===== config.mk =====
export PLATFORM = sky130hd
export DESIGN_NAME = fifo_flags
export DESIGN_NICKNAME = d
export VERILOG_FILES = /design/src/rtl/fifo_flags.sv
export SDC_FILE = /design/constraint.sdc
export NUM_CORES = 1
export LEC_CHECK = 0
export ABC_AREA = 1
export CAP_MARGIN = 10
export CORE_MARGIN = 3
export CORE_UTILIZATION = 35
export CTS_CLUSTER_DIAMETER = 100
export DETAILED_ROUTE_END_ITERATION = 8
export PLACE_DENSITY = 0.6
export RECOVER_POWER = 50
export SETUP_SLACK_MARGIN = 0.05
export SLEW_MARGIN = 30
export SYNTH_ARGS = -nofsm -noshare
export SYNTH_HDL_FRONTEND = slang
export SYNTH_SLANG_ARGS = --single-unit

===== constraint.sdc =====
create_clock -name clk -period 7.65 [get_ports clk]
set_clock_uncertainty 0.2 [all_clocks]
set_input_delay 1.53 -clock clk [delete_from_list [all_inputs] [get_ports clk]]
set_output_delay 1.53 -clock clk [all_outputs]
set_load 0.1 [all_outputs]

===== src/rtl/fifo_flags.sv =====
// rtl/fifo_flags.sv - synchronous FIFO with occupancy count, status flags and error pulses
module fifo_flags #(
    parameter int WIDTH    = 8,
    parameter int DEPTH    = 32,
    parameter int FWFT     = 0,
    parameter int AF_LEVEL = DEPTH - 4,
    parameter int AE_LEVEL = 4
) (
    input  logic                     clk,
    input  logic                     rst,
    input  logic                     wr_en,
    input  logic [WIDTH-1:0]         din,
    input  logic                     rd_en,
    output logic [WIDTH-1:0]         dout,
    output logic                     full,
    output logic                     empty,
    output logic                     almost_full,
    output logic                     almost_empty,
    output logic [$clog2(DEPTH):0]   count,
    output logic                     overflow,
    output logic                     underflow
);
    localparam int AW = $clog2(DEPTH);
    localparam int CW = AW + 1;

    logic [WIDTH-1:0] mem [DEPTH];
    logic [CW-1:0]    wr_ptr;
    logic [CW-1:0]    rd_ptr;
    logic             write_ok;
    logic             read_ok;

    // The extra pointer MSB makes the modular difference span 0..DEPTH.
    assign count        = wr_ptr - rd_ptr;
    assign empty        = (count == '0);
    assign full         = (count == CW'(DEPTH));
    assign almost_full  = (count >= CW'(AF_LEVEL));
    assign almost_empty = (count <= CW'(AE_LEVEL));

    assign read_ok  = rd_en && !empty;
    assign write_ok = wr_en && (!full || rd_en);

    always_ff @(posedge clk or posedge rst) begin
        if (rst) begin
            wr_ptr    <= '0;
            rd_ptr    <= '0;
            overflow  <= 1'b0;
            underflow <= 1'b0;
        end else begin
            if (write_ok) begin
                wr_ptr <= wr_ptr + CW'(1);
            end
            if (read_ok) begin
                rd_ptr <= rd_ptr + CW'(1);
            end
            overflow  <= wr_en && full && !rd_en;
            underflow <= rd_en && empty;
        end
    end

    always_ff @(posedge clk) begin
        if (write_ok) begin
            mem[wr_ptr[AW-1:0]] <= din;
        end
    end

    generate
        if (FWFT != 0) begin : g_fwft
            // Head is shown only while non-empty so stale storage never leaks out.
            assign dout = empty ? '0 : mem[rd_ptr[AW-1:0]];
        end else begin : g_registered
            always_ff @(posedge clk or posedge rst) begin
                if (rst) begin
                    dout <= '0;
                end else if (read_ok) begin
                    dout <= mem[rd_ptr[AW-1:0]];
                end
            end
        end
    endgenerate
endmodule

# Yosys cells after proc, flatten, opt, wreduce, memory -nomap -nowiden
# Memory sizes are Yosys's and may differ from the RTL's. A register that Yosys moved wholly into a read port is not among the register bits.
# Index checks and enable logic that the tools add are counted.
# classes
eq_ne	1
n_reduce_logical	10
add_sub_neg	3
n_lt_le_gt_ge	2
mux	2
# op_table
cell	n
6-bit by 1-bit adder with 6-bit output, second input constant	2
6-bit equality test, second input constant	1
6-bit by 5-bit greater-or-equal comparator with 1-bit output, second input constant	1
6-bit by 3-bit <= comparator with 1-bit output, second input constant	1
6-bit logical NOT	1
6-bit subtractor	1
1-bit logical AND	5
1-bit logical NOT	3
1-bit two-way mux	2
1-bit logical OR	1
# word_totals
input_bits	12
wordCells	23
ramBits	256
output_inout_bits	20
ff_bits	14
memories	1
# mem_list
memory	words	width	rd	rd_ports_with_merged_regs	wr	line	rtl
mem	32	8	1	1	1	26	logic [WIDTH-1:0] mem [DEPTH];

# Logic depth before layout (Yosys ltp)
# logic_depth
ltp_word	7
ltp_mapped	16
depth_no_buf	13

# Worst setup path after synthesis
# Ideal clock, no wire load.
# synth_timing
path_type	reg-to-output
startpoint	register rd_ptr[2]
endpoint	output port almost_empty
path_buffers	1
stages_incl_launch_ff	11
t_arrival_ns	5.142
t_required_ns	5.920
path_slack_ns	0.778
path_cell_list	dfrtp_1 clkinv_1 clkbuf_1 ha_1 nand2_1 nand2_1 inv_1 nand2_1 nand2_1 nand2_1 nor4_1
# synth_via
elab_chain_len	2
# synth_lines
item	line	rtl
start, declared	28	logic [CW-1:0] rd_ptr;
start signal, assigned	53	rd_ptr <= rd_ptr + CW'(1);
6-bit subtractor	33	assign count = wr_ptr - rd_ptr;
named net count[3]	19	output logic [$clog2(DEPTH):0] count,
6-bit by 3-bit <= comparator with 1-bit output	37	assign almost_empty = (count <= CW'(AE_LEVEL));
end, declared	18	output logic almost_empty,
# The timed path passes the listed nets, and every way through them passes these cells.

# Worst setup path in the final report
# layout_timing
startpoint	register rd_ptr[2]
endpoint	output port empty
# layout_via
elab_chain_len	2
# layout_lines
item	line	rtl
6-bit subtractor	33	
6-bit logical NOT	34	assign empty = (count == '0);
end, declared	16	output logic empty,
# No other way between the ends.

==> reports/results.ini <==
[global_routing]
first_global_vias = 8634
antenna_found_initial = 0
overflow = 0
track_usage_pct = 15.6
grt_max_degree = 94
grt_pass1_wl_mm = 48.1

[setup_path]
critPathLaunchType = flop
worst_ep_required_time_ps = 5920
rr_worst_depth = 12
worst_setup_path_end_kind = output port
crit_chain = clkinv_1 -> ha_1 -> nand2_1 -> nand2_1 -> inv_1 -> nand2_1 -> nand2_1 -> nand3_2 -> nor2_1 -> nand2_2 -> inv_1 -> clkdlybuf4s50_1
cp.depth = 12
cpMostUsedCell = nand2_1
path_class = reg2out
path_buf_inv = 4
cp_max_fo = 22
cp_top_family = buffers and inverters
crit_path_top_delay_cell = clkdlybuf4s50_1
slowest_delay_ps = 1120
arrival_ps = 4560

[timing]
setup_viol = 0
max_slew.worst_pin.slew_ps = 1920
rsz0062_at_grt = no
fin_tns_setup_ps = 0
slew_headroom_pct = -28.2
period_needed_ps = 6290
slew_violations = 302
fmax_mhz = 159
fin_crit_sh_pct = 82.3
finalHoldViolCount = 0

[final_layout]
nNetsFinal = 1411
design_area_sq_um = 14500
post-route-util_pct = 40.3
finalNonFillerCells = 1872
syn2layout_area_growth_pct = 11.7
final-seq-area_sq_um = 8240
drive_above_1_share_pct = 6.17
layout_commonest_cell = nand2_1
multi_input_area_sq_um = 3340
layout_common_cells = nand2_1, inv_1, edfxtp_1, nand3_1, nor2_1
fill_cells = 3516
antenna_cells = 0

[placed_design]
routabilityCongestion = 0.876
placed_area_sq_um = 13700
dp_hpwl_mm = 18.4
port-buffer-count = 31
placed_cells = 1818

[clocking]
cts_resized = 0
cts_root_buf = clkbuf_16
cts_hold_buf = 0
numClockSinks = 278
numCtsBuffers = 29
insertion_delay_ps = 550
htree_levels = 1
clkTransAtPathRegs_ps = 60
post_cts_buffers = 0
clockBufferDepth = 3
cts_tree = yes

[floorplanning]
io_pins = 32
core_area_sq_um = 36100
initial_core_util_pct = 36.1
core.rowCount = 69
die_h_um = 199
dieArea_sq_um = 39500
die_w_um = 199

[hold_path]
hp-class = reg2reg
min_delay_path_depth = 2

[routing]
drt_wl_total_mm = 30.3
vias = 8805
drtAntennaViolNets = 0
drtIter0Drc = 611
first_pass_iters = 5
viasPerCell = 4.70
wire_per_inst_um = 16.2
drc = 0

[synth]
syn_avg_cell_area_sq_um = 9.47
synth.distinct_cells = 34
synth_area_sq_um = 13000
ys_ff_latch = 278
ys_seq_area_share_pct = 63.3
syn_nets = 1397
ys_warn_count = 0
syn_inst = 1374

[power]
p_per_area_nw_per_um2 = 399
max-vdd-ir-drop_uv = 472
total_power_uw = 5800
p_leak_uw = 0.00639

[run_status]
status = finished, violations left
violations = capacitance limit, slew limit

[job]
maxCapViolCount = 9

==> through the flow <==
| stage | setup WS, ps | hold WS, ps |
|---|---|---|
| after global routing | 1110 | 314 |
| after detailed placement | 2100 | 277 |
| final | 1360 | 288 |
| after floorplan | 778 | 285 |
| after CTS | 1510 | 293 |
| after global placement | 2130 | 267 |
==> state kept, by name, indices dropped and copies added, names as in the netlist <==
name	count
mem	256
dout	8
rd_ptr	6
wr_ptr	6
overflow	1
underflow	1
==> path summary, 6_finish.rpt <==
check / startpoint / end / slack (ps)
max in group asynchronous: rst / rd_ptr[0] / 5520
hold reg to reg: dout[4] / dout[4] / 290
hold / removal: dout[4] / dout[4] / 290
setup reg to reg: rd_ptr[2] / mem[11][5] / 2060
setup / recovery: rd_ptr[2] / empty / 1360
min in group asynchronous: rst / dout[6] / 1280
==> layout make-up <==
class,count,area share [%]
inverter,284,7.34
timing repair buffer,43,2.53
sequential,278,56.7
multi-input combinational,752,23.0
clock buffer,32,5.07
tap,461,3.97
clock inverter,22,1.39
==> where the power goes <==
part | internal, uW | switching, uW | total, uW
combinational | 625 | 1850 | 2480
sequential | 1780 | 149 | 1930
clock | 824 | 570 | 1390
==> tightest hold or removal path, stage by stage (launching register included) <==
cell,delay [ps]
dfrtp_1,350
nand2_1,60
nand2_1,50
==> cells by family after synthesis <==
kind of cell / synth area share [%]
simple gates: 24.2
fa+ha+maj: 1.12
buf+inv: 10.7
flops: 63.3
xor+xnor: 0.404
compound gates: 0.260
==> cell usage after synthesis, drive strengths merged <==
| cell type | n | area, sq um |
|---|---|---|
| buf | 45 | 267 |
| or2 | 16 | 100 |
| clkinv | 2 | 7.51 |
| fa | 1 | 20.0 |
| inv | 282 | 1060 |
| ha | 10 | 125 |
| nand2 | 453 | 1730 |
| nor3 | 2 | 10.0 |
| nor4 | 3 | 25.0 |
| edfxtp | 256 | 7690 |
| dfrtp | 22 | 551 |
| xor2 | 5 | 43.8 |
| a21oi | 5 | 28.8 |
| nand3 | 208 | 1070 |
| nor2 | 45 | 201 |
| nand4 | 2 | 12.5 |
| xnor2 | 1 | 8.76 |
| clkbuf | 15 | 56.3 |
| o21ai | 1 | 5.00 |
==> metal layers <==
layer,share of wire [%],global-route usage [%]
met5,0,0
met4,2.4,3.77
met3,4.9,1.85
met2,46,25.7
met1,47,22.2
No activity file was read; power rests on OpenSTA's default activity.
